$ cat config.mk
export PLATFORM = sky130hd
export DESIGN_NAME = register_file_mp
export DESIGN_NICKNAME = d
export VERILOG_FILES = /design/src/rtl/register_file_pkg.sv /design/src/rtl/rf_clear_seq.sv /design/src/rtl/register_file_mp.sv
export SDC_FILE = /design/constraint.sdc
export NUM_CORES = 2
export LEC_CHECK = 0
export ABC_AREA = 1
export BUFFER_PORTS_ARGS = -buffer_cell sky130_fd_sc_hd__buf_4
export CAP_MARGIN = 40
export CORE_ASPECT_RATIO = 1.2
export CORE_MARGIN = 5
export CORE_UTILIZATION = 30
export CTS_BUF_LIST = sky130_fd_sc_hd__clkbuf_4 sky130_fd_sc_hd__clkbuf_8 sky130_fd_sc_hd__clkbuf_16
export CTS_CLUSTER_DIAMETER = 60
export DETAILED_ROUTE_END_ITERATION = 16
export GPL_TIMING_DRIVEN = 0
export PLACE_DENSITY = 0.53
export SLEW_MARGIN = 20
export SYNTH_ARGS = -nofsm -noshare
export SYNTH_HDL_FRONTEND = slang
export SYNTH_SLANG_ARGS = --single-unit
$ cat constraint.sdc
create_clock -name clk -period 10.8 [get_ports clk]
set_input_delay 2.7 -clock clk [delete_from_list [all_inputs] [get_ports clk]]
set_output_delay 2.7 -clock clk [all_outputs]
set_load 0.02 [all_outputs]
$ cat src/rtl/register_file_pkg.sv
// Shared types and default sizes for the multi-port register file.
package register_file_pkg;

    typedef enum logic {
        RF_CLEAR = 1'b0,
        RF_READY = 1'b1
    } rf_state_t;

    localparam int RF_DATA_W = 32;
    localparam int RF_ADDR_W = 5;

endpackage

$ cat src/rtl/rf_clear_seq.sv
// Clear sequencer: after reset walks clr_addr over every entry, one per clock,
// holding busy high until the last entry has been zeroed.
module rf_clear_seq
    import register_file_pkg::*;
#(
    parameter int ADDR_W = RF_ADDR_W
) (
    input  logic              clk,
    input  logic              rst,
    output logic              busy,
    output logic              clr_we,
    output logic [ADDR_W-1:0] clr_addr,
    output rf_state_t         state_dbg
);

    localparam logic [ADDR_W-1:0] LAST_IDX = {ADDR_W{1'b1}};

    rf_state_t         state_q;
    logic [ADDR_W-1:0] clr_idx_q;

    // Reset restarts the sweep from entry 0 even when it lands mid-sweep.
    always_ff @(posedge clk) begin
        if (rst) begin
            state_q   <= RF_CLEAR;
            clr_idx_q <= '0;
        end else begin
            case (state_q)
                RF_CLEAR: begin
                    clr_idx_q <= clr_idx_q + 1'b1;
                    if (clr_idx_q == LAST_IDX) begin
                        state_q <= RF_READY;
                    end
                end
                RF_READY: begin
                    clr_idx_q <= clr_idx_q;
                end
                default: begin
                    state_q   <= RF_CLEAR;
                    clr_idx_q <= '0;
                end
            endcase
        end
    end

    assign busy      = (state_q == RF_CLEAR);
    assign clr_we    = busy;
    assign clr_addr  = clr_idx_q;
    assign state_dbg = state_q;

endmodule

$ cat src/rtl/register_file_mp.sv
// Parametrised register file: two write ports (port 1 wins on a clash), N_READ
// combinational read ports with optional bypass and hardwired zero entry.
module register_file_mp
    import register_file_pkg::*;
#(
    parameter int DATA_W   = RF_DATA_W,
    parameter int ADDR_W   = RF_ADDR_W,
    parameter int N_READ   = 2,
    parameter int ZERO_REG = 0,
    parameter int BYPASS   = 1
) (
    input  logic                     clk,
    input  logic                     rst,
    input  logic                     we0,
    input  logic [ADDR_W-1:0]        wr0,
    input  logic [DATA_W-1:0]        wd0,
    input  logic                     we1,
    input  logic [ADDR_W-1:0]        wr1,
    input  logic [DATA_W-1:0]        wd1,
    input  logic [N_READ*ADDR_W-1:0] ra,
    output logic [N_READ*DATA_W-1:0] rd,
    output logic                     busy
);

    localparam int DEPTH = 2 ** ADDR_W;

    logic [DATA_W-1:0] mem_q [DEPTH];

    logic              clr_we;
    logic [ADDR_W-1:0] clr_addr;
    rf_state_t         seq_state;

    rf_clear_seq #(
        .ADDR_W (ADDR_W)
    ) u_clear_seq (
        .clk       (clk),
        .rst       (rst),
        .busy      (busy),
        .clr_we    (clr_we),
        .clr_addr  (clr_addr),
        .state_dbg (seq_state)
    );

    logic wr0_ok;
    logic wr1_ok;

    assign wr0_ok = we0 && !((ZERO_REG != 0) && (wr0 == '0));
    assign wr1_ok = we1 && !((ZERO_REG != 0) && (wr1 == '0));

    // Port 1 is assigned last so it overrides port 0 on the same address.
    always_ff @(posedge clk) begin
        if (clr_we) begin
            mem_q[clr_addr] <= '0;
        end else begin
            if (wr0_ok) begin
                mem_q[wr0] <= wd0;
            end
            if (wr1_ok) begin
                mem_q[wr1] <= wd1;
            end
        end
    end

    for (genvar k = 0; k < N_READ; k++) begin : g_read
        logic [ADDR_W-1:0] ra_k;
        logic [DATA_W-1:0] rd_k;

        assign ra_k = ra[k*ADDR_W +: ADDR_W];

        always_comb begin
            rd_k = mem_q[ra_k];
            if (busy) begin
                rd_k = '0;
            end else if ((ZERO_REG != 0) && (ra_k == '0)) begin
                rd_k = '0;
            end else if ((BYPASS != 0) && (seq_state == RF_READY) && we1 && (wr1 == ra_k)) begin
                rd_k = wd1;
            end else if ((BYPASS != 0) && (seq_state == RF_READY) && we0 && (wr0 == ra_k)) begin
                rd_k = wd0;
            end
        end

        assign rd[k*DATA_W +: DATA_W] = rd_k;
    end

endmodule

* Word-level counts from Yosys, hierarchy flattened *
Memories as Yosys holds them, arrays and structs flattened.
Cells that the tools add are included.

operators by class
  bitwise gates (word level) = 1
  eq/ne operators = 5
  reduce and logical (&&, ||, !) cells = 7
  multiplexer cells = 19
  add/sub/neg operators = 1

operators with widths
  operator             number
  $mux 32              7
  $reduce_or 32->1     1
  $eq 5x5->1           4
  $mux 1               10
  $mux 5               2
  $logic_and 1x1->1    6
  $add 5x1->5 const B  1
  $eq 5x5->1 const B   1
  $not 1->1            1

word-level totals
  bits in writable memories = 1024
  memories kept = 1
  input port bits = 88
  flip-flop bits (word level) = 6
  output and inout bits = 65
  word-level logic and storage cells = 36

memory list
  name   words  width  read ports  clocked after memory_dff  wr ports  line                    text
  mem_q  32     32     2           0                         2         register_file_mp.sv:27  logic [DATA_W-1:0] mem_q [DEPTH];

* Logic depth before layout (Yosys ltp) *
  depth after elaboration = 5
  mapped depth = 13
  mapped depth without buffers = 9

* Modules after synthesis *
A second synthesis with hierarchy kept.

unflattened totals
  cell total of the unflattened synthesis = 9096
  area, all modules = 65601.7 µm²

by module, submodules not included
  module            area an instance (µm²)  times used  cells an instance
  register_file_mp  65336.4                 1           9062
  rf_clear_seq      265.3                   1           34

* Worst setup path before layout *
Ideal clock, no wire load.

  kind = in2out
  start point = in ra[0]
  end point = out rd[11]
  stages = 13
  data required time = 8.100 ns
  path slack = 3.959 ns
  data arrival time = 4.141 ns
  cell sequence = buf_2 -> inv_2 -> buf_4 -> buf_4 -> buf_2 -> nand2_1 -> nand3_1 -> nand2_1 -> nand2_1 -> nand3_1 -> nand3_1 -> nand3_1 -> a21oi_1

between the ends
  longest elaborated chain between the ends = 5

ends and longest elaborated chain
  item                                                   line                    text
  from (decl)                                            register_file_mp.sv:20  input logic [N_READ*ADDR_W-1:0] ra,
  branches (longest 3 deep; another with $mem_v2 32x32)  -
  $mux 32 *                                              register_file_mp.sv:76  end else if ((BYPASS != 0) && (seq_state == RF_READY) && we1 && (wr1 == ra_k)) begin
  $mux 32 *                                              register_file_mp.sv:72  if (busy) begin
  to (decl)                                              register_file_mp.sv:21  output logic [N_READ*DATA_W-1:0] rd,

Every way passes the cells marked *.

* Worst setup path after layout *
  start point = in ra[8]
  end point = out rd[56]

The elaborated chain is that of the path after synthesis.

==> flow_summary_export.csv <==
group,metric,value,unit
grt,antenna_found_initial,31,
clock_network,cts-root-buf,"clkbuf_16",
route,via_per_inst,6.10,
timing,slew_headroom,0.320,
timing,tightest_slew,1020,ps
place,gp_congestion,1.06,
grt,grtUsageTotal,0.391,
die,die_w,435,µm
timing,fin_crit,9400,ps
synth,yosysWarnings,0,
die,floorplan.initialDensity,0.301,
hold_path,hold_path.class,"flip-flop to flip-flop",
timing,slew_viol_final,0,
final_layout,final_util,0.363,
power,pwr-share-seq,0.414,
final_layout,layout_commonest_cell,"nand2_1",
power,power_density,136,nW/µm²
critical_path,slowest_delay,740,ps
critical_path,r2r_cells,9,
critical_path,r2r_start,"u_clear_seq.state_dbg$_SDFF_PP0_",
timing,fmax,106,MHz
final_layout,synthToLayoutAreaGrowth,20.4,%
timing,fin_ws,1400,ps
power,leakagePower,31.0,nW
timing,fin_crit_sh,0.870,
power,irDropWorstVdd,130,µV
flow_run,drv_cap,0,
grt,gr-total-overflow,0,
grt,grt_max_degree,20,
power,netSwitchingPower,3.29,mW
route,drt_iter0_drc,14100,
final_layout,fin_nets,9665,
critical_path,crit_required,8100,ps
synth,synth_seq_area_share,0.475,
synth,synth_area_per_cell,7.17,µm²
power,p_sw_frac,0.310,
power,clock_power_share,0.430,
timing,finalHoldViolCount,0,
timing,setup_violations,0,
hold_path,min-delay-start,"u_clear_seq.clr_addr[4]$_SDFFE_PP0N_",
critical_path,critPathLaunchType,"input pin",
die,core_area,216000,µm²
route,vias,76500,
synth,synthesis.area,65000,µm²
critical_path,crit_type,"input pin to output port",
final_layout,layout-drive-gt1-share,0.108,
clock_network,cts-htree-levels,4,
outcome,outcome,"complete, no violations",
clock_network,clk_latency,840,ps
timing,skew,26.6,ps
route,ant_nets,0,
route,dr.pass1.iters,11,
place,dpl.hpwl,355000,µm
clock_network,clockBufferDepth,3,
route,drc,0,
grt,grt_pass1_wl,604000,µm
clock_network,clk_pin_slew,60,ps
hold_path,min_to,"u_clear_seq.clr_addr[4]$_SDFFE_PP0N_",
timing,rsz0062_at_grt,"false",
synth,postSynthCellCount,9065,
critical_path,critPathSlowestCell,"clkinv_1",
final_layout,final_cell_mix,"nand2_1 (4149), nand3_1 (1473), o21ai_0 (1072)",
die,die_area,226000,µm²
power,internal-power,7.34,mW
critical_path,crit_fanout,10,
clock_network,post_cts_buffers,0,
die,placementRows,187,
clock_network,cts_buffers,131,
critical_path,r2r-end,"mem_q[23][10]$_DFFE_PP_",
place,portBuffers,146,
synth,synth_seq_cells,1030,
critical_path,regToRegSetupSlack,6860,ps
route,routedWlPerCell,36.9,µm
synth,synth_ff_type,"edfxtp_1",
synth,async_flop_share,0,
place,pre_cts_ws,1640,ps
critical_path,critical_path.cell_chain,"buf_2 > clkinv_1 > o22ai_1 > nor2_1 > nand2_1 > nor2_2 > buf_6 > inv_1 > clkbuf_2 > o21ai_0 > a21oi_1 > buf_4",
synth,synth_edf_count,1024,
die,num_io_pins,153,
hold_path,holdPathStages,2,
synth,syn_nets,9155,
clock_network,cts_tree,"yes",
die,die-height,520,µm
route,drt-total-wl,463000,µm
clock_network,cts_resized,0,
critical_path,end_kind,"output port",
grt,grt_pass1_vias,69500,
power,p_comb_frac,0.155,
synth,synth_cell_types,31,
clock_network,cts_hold_buffers,0,
clock_network,cts_sinks,1030,
critical_path,arrival,6700,ps
==> cell type report <==
type / count / area (µm²)
well taps: 2835 / 3550
flip-flops and latches: 1030 / 30900
repair buffers: 377 / 4900
fillers: 22800 / 138000
plain buffers: 892 / 3910
multi-input cells: 7044 / 30300
clock buffers: 165 / 3640
clock inverters: 62 / 628
inverters: 99 / 372
diodes: 33 / 82.6
==> power groups by stage <==
stage	clock (mW)	combinational, mW	sequential, mW
finish	4.58	1.65	4.41
global route	4.69	1.64	4.41
CTS	4.54	1.52	4.41
detailed placement	0	1.52	4.49
global placement	0	1.42	4.50
floorplan	0	0.649	4.48
==> flip-flops by register name (all words and copies together) (netlist names) <==
signal and count:
u_clear_seq.clr_addr 5, mem_q 1024, u_clear_seq.state_dbg 1
==> metal layers <==
metal,routed length (µm),track usage
met1,162000,0.466
met2,193000,0.584
met3,56200,0.105
met4,51200,0.340
met5,128,0
==> critical path, delay by kind of cell <==
| kind | cells | cell delay, ps |
|---|---|---|
| compound gates | 3 | 1190 |
| simple gates | 3 | 240 |
| buf+inv | 6 | 2500 |
==> how the worst max path moves through the flow <==
stage,slack (ps),from,cells after the start,end
2_1_floorplan,3960,ra[0],13,rd[11]
3_3_place_gp,-210,we0,7,mem_q[18][2]$_DFFE_PP_
3_5_place_dp,1640,ra[8],10,rd[56]
4_1_cts,1640,ra[8],10,rd[56]
5_1_grt,1590,ra[8],12,rd[56]
6_report,1400,ra[8],12,rd[56]
==> logic make-up after synthesis <==
| group | share of synthesized area |
|---|---|
| simple gates | 0.366 |
| compound gates | 0.0933 |
| flops | 0.475 |
| buf+inv | 0.0648 |
| xor+xnor | 0.000539 |
| fa+ha+maj | 0.000385 |
==> synth_stat cells, types with 4 or more instances <==
master / count / area share
nand3_1: 1475 / 0.11
xor2_1: 4 / 0.00054
nor3_4: 4 / 0.0010
buf_2: 281 / 0.022
edfxtp_1: 1024 / 0.47
inv_1: 93 / 0.0054
o21ai_1: 21 / 0.0016
clkbuf_1: 421 / 0.024
buf_1: 131 / 0.0076
a21oi_1: 67 / 0.0052
clkbuf_2: 34 / 0.0026
nand2_1: 4149 / 0.24
nor2_1: 179 / 0.010
buf_4: 24 / 0.0028
inv_2: 4 / 0.00023
nor3_1: 17 / 0.0013
o22ai_1: 10 / 0.00096
o21ai_0: 1104 / 0.085
dfxtp_1: 6 / 0.0018
==> through the flow <==
step,hold WS [ps],setup TNS [ps],total power [mW],instance area [µm²],cells
floorplan,448,0,5.13,65000,9065
global placement,468,-10840,5.92,69700,12000
detailed placement,483,0,6.01,73700,12300
CTS,493,0,10.5,77900,12500
global route,506,0,10.7,78200,12500
finish,491,0,10.6,78300,12500
No activity file was read; power rests on OpenSTA's default activity.
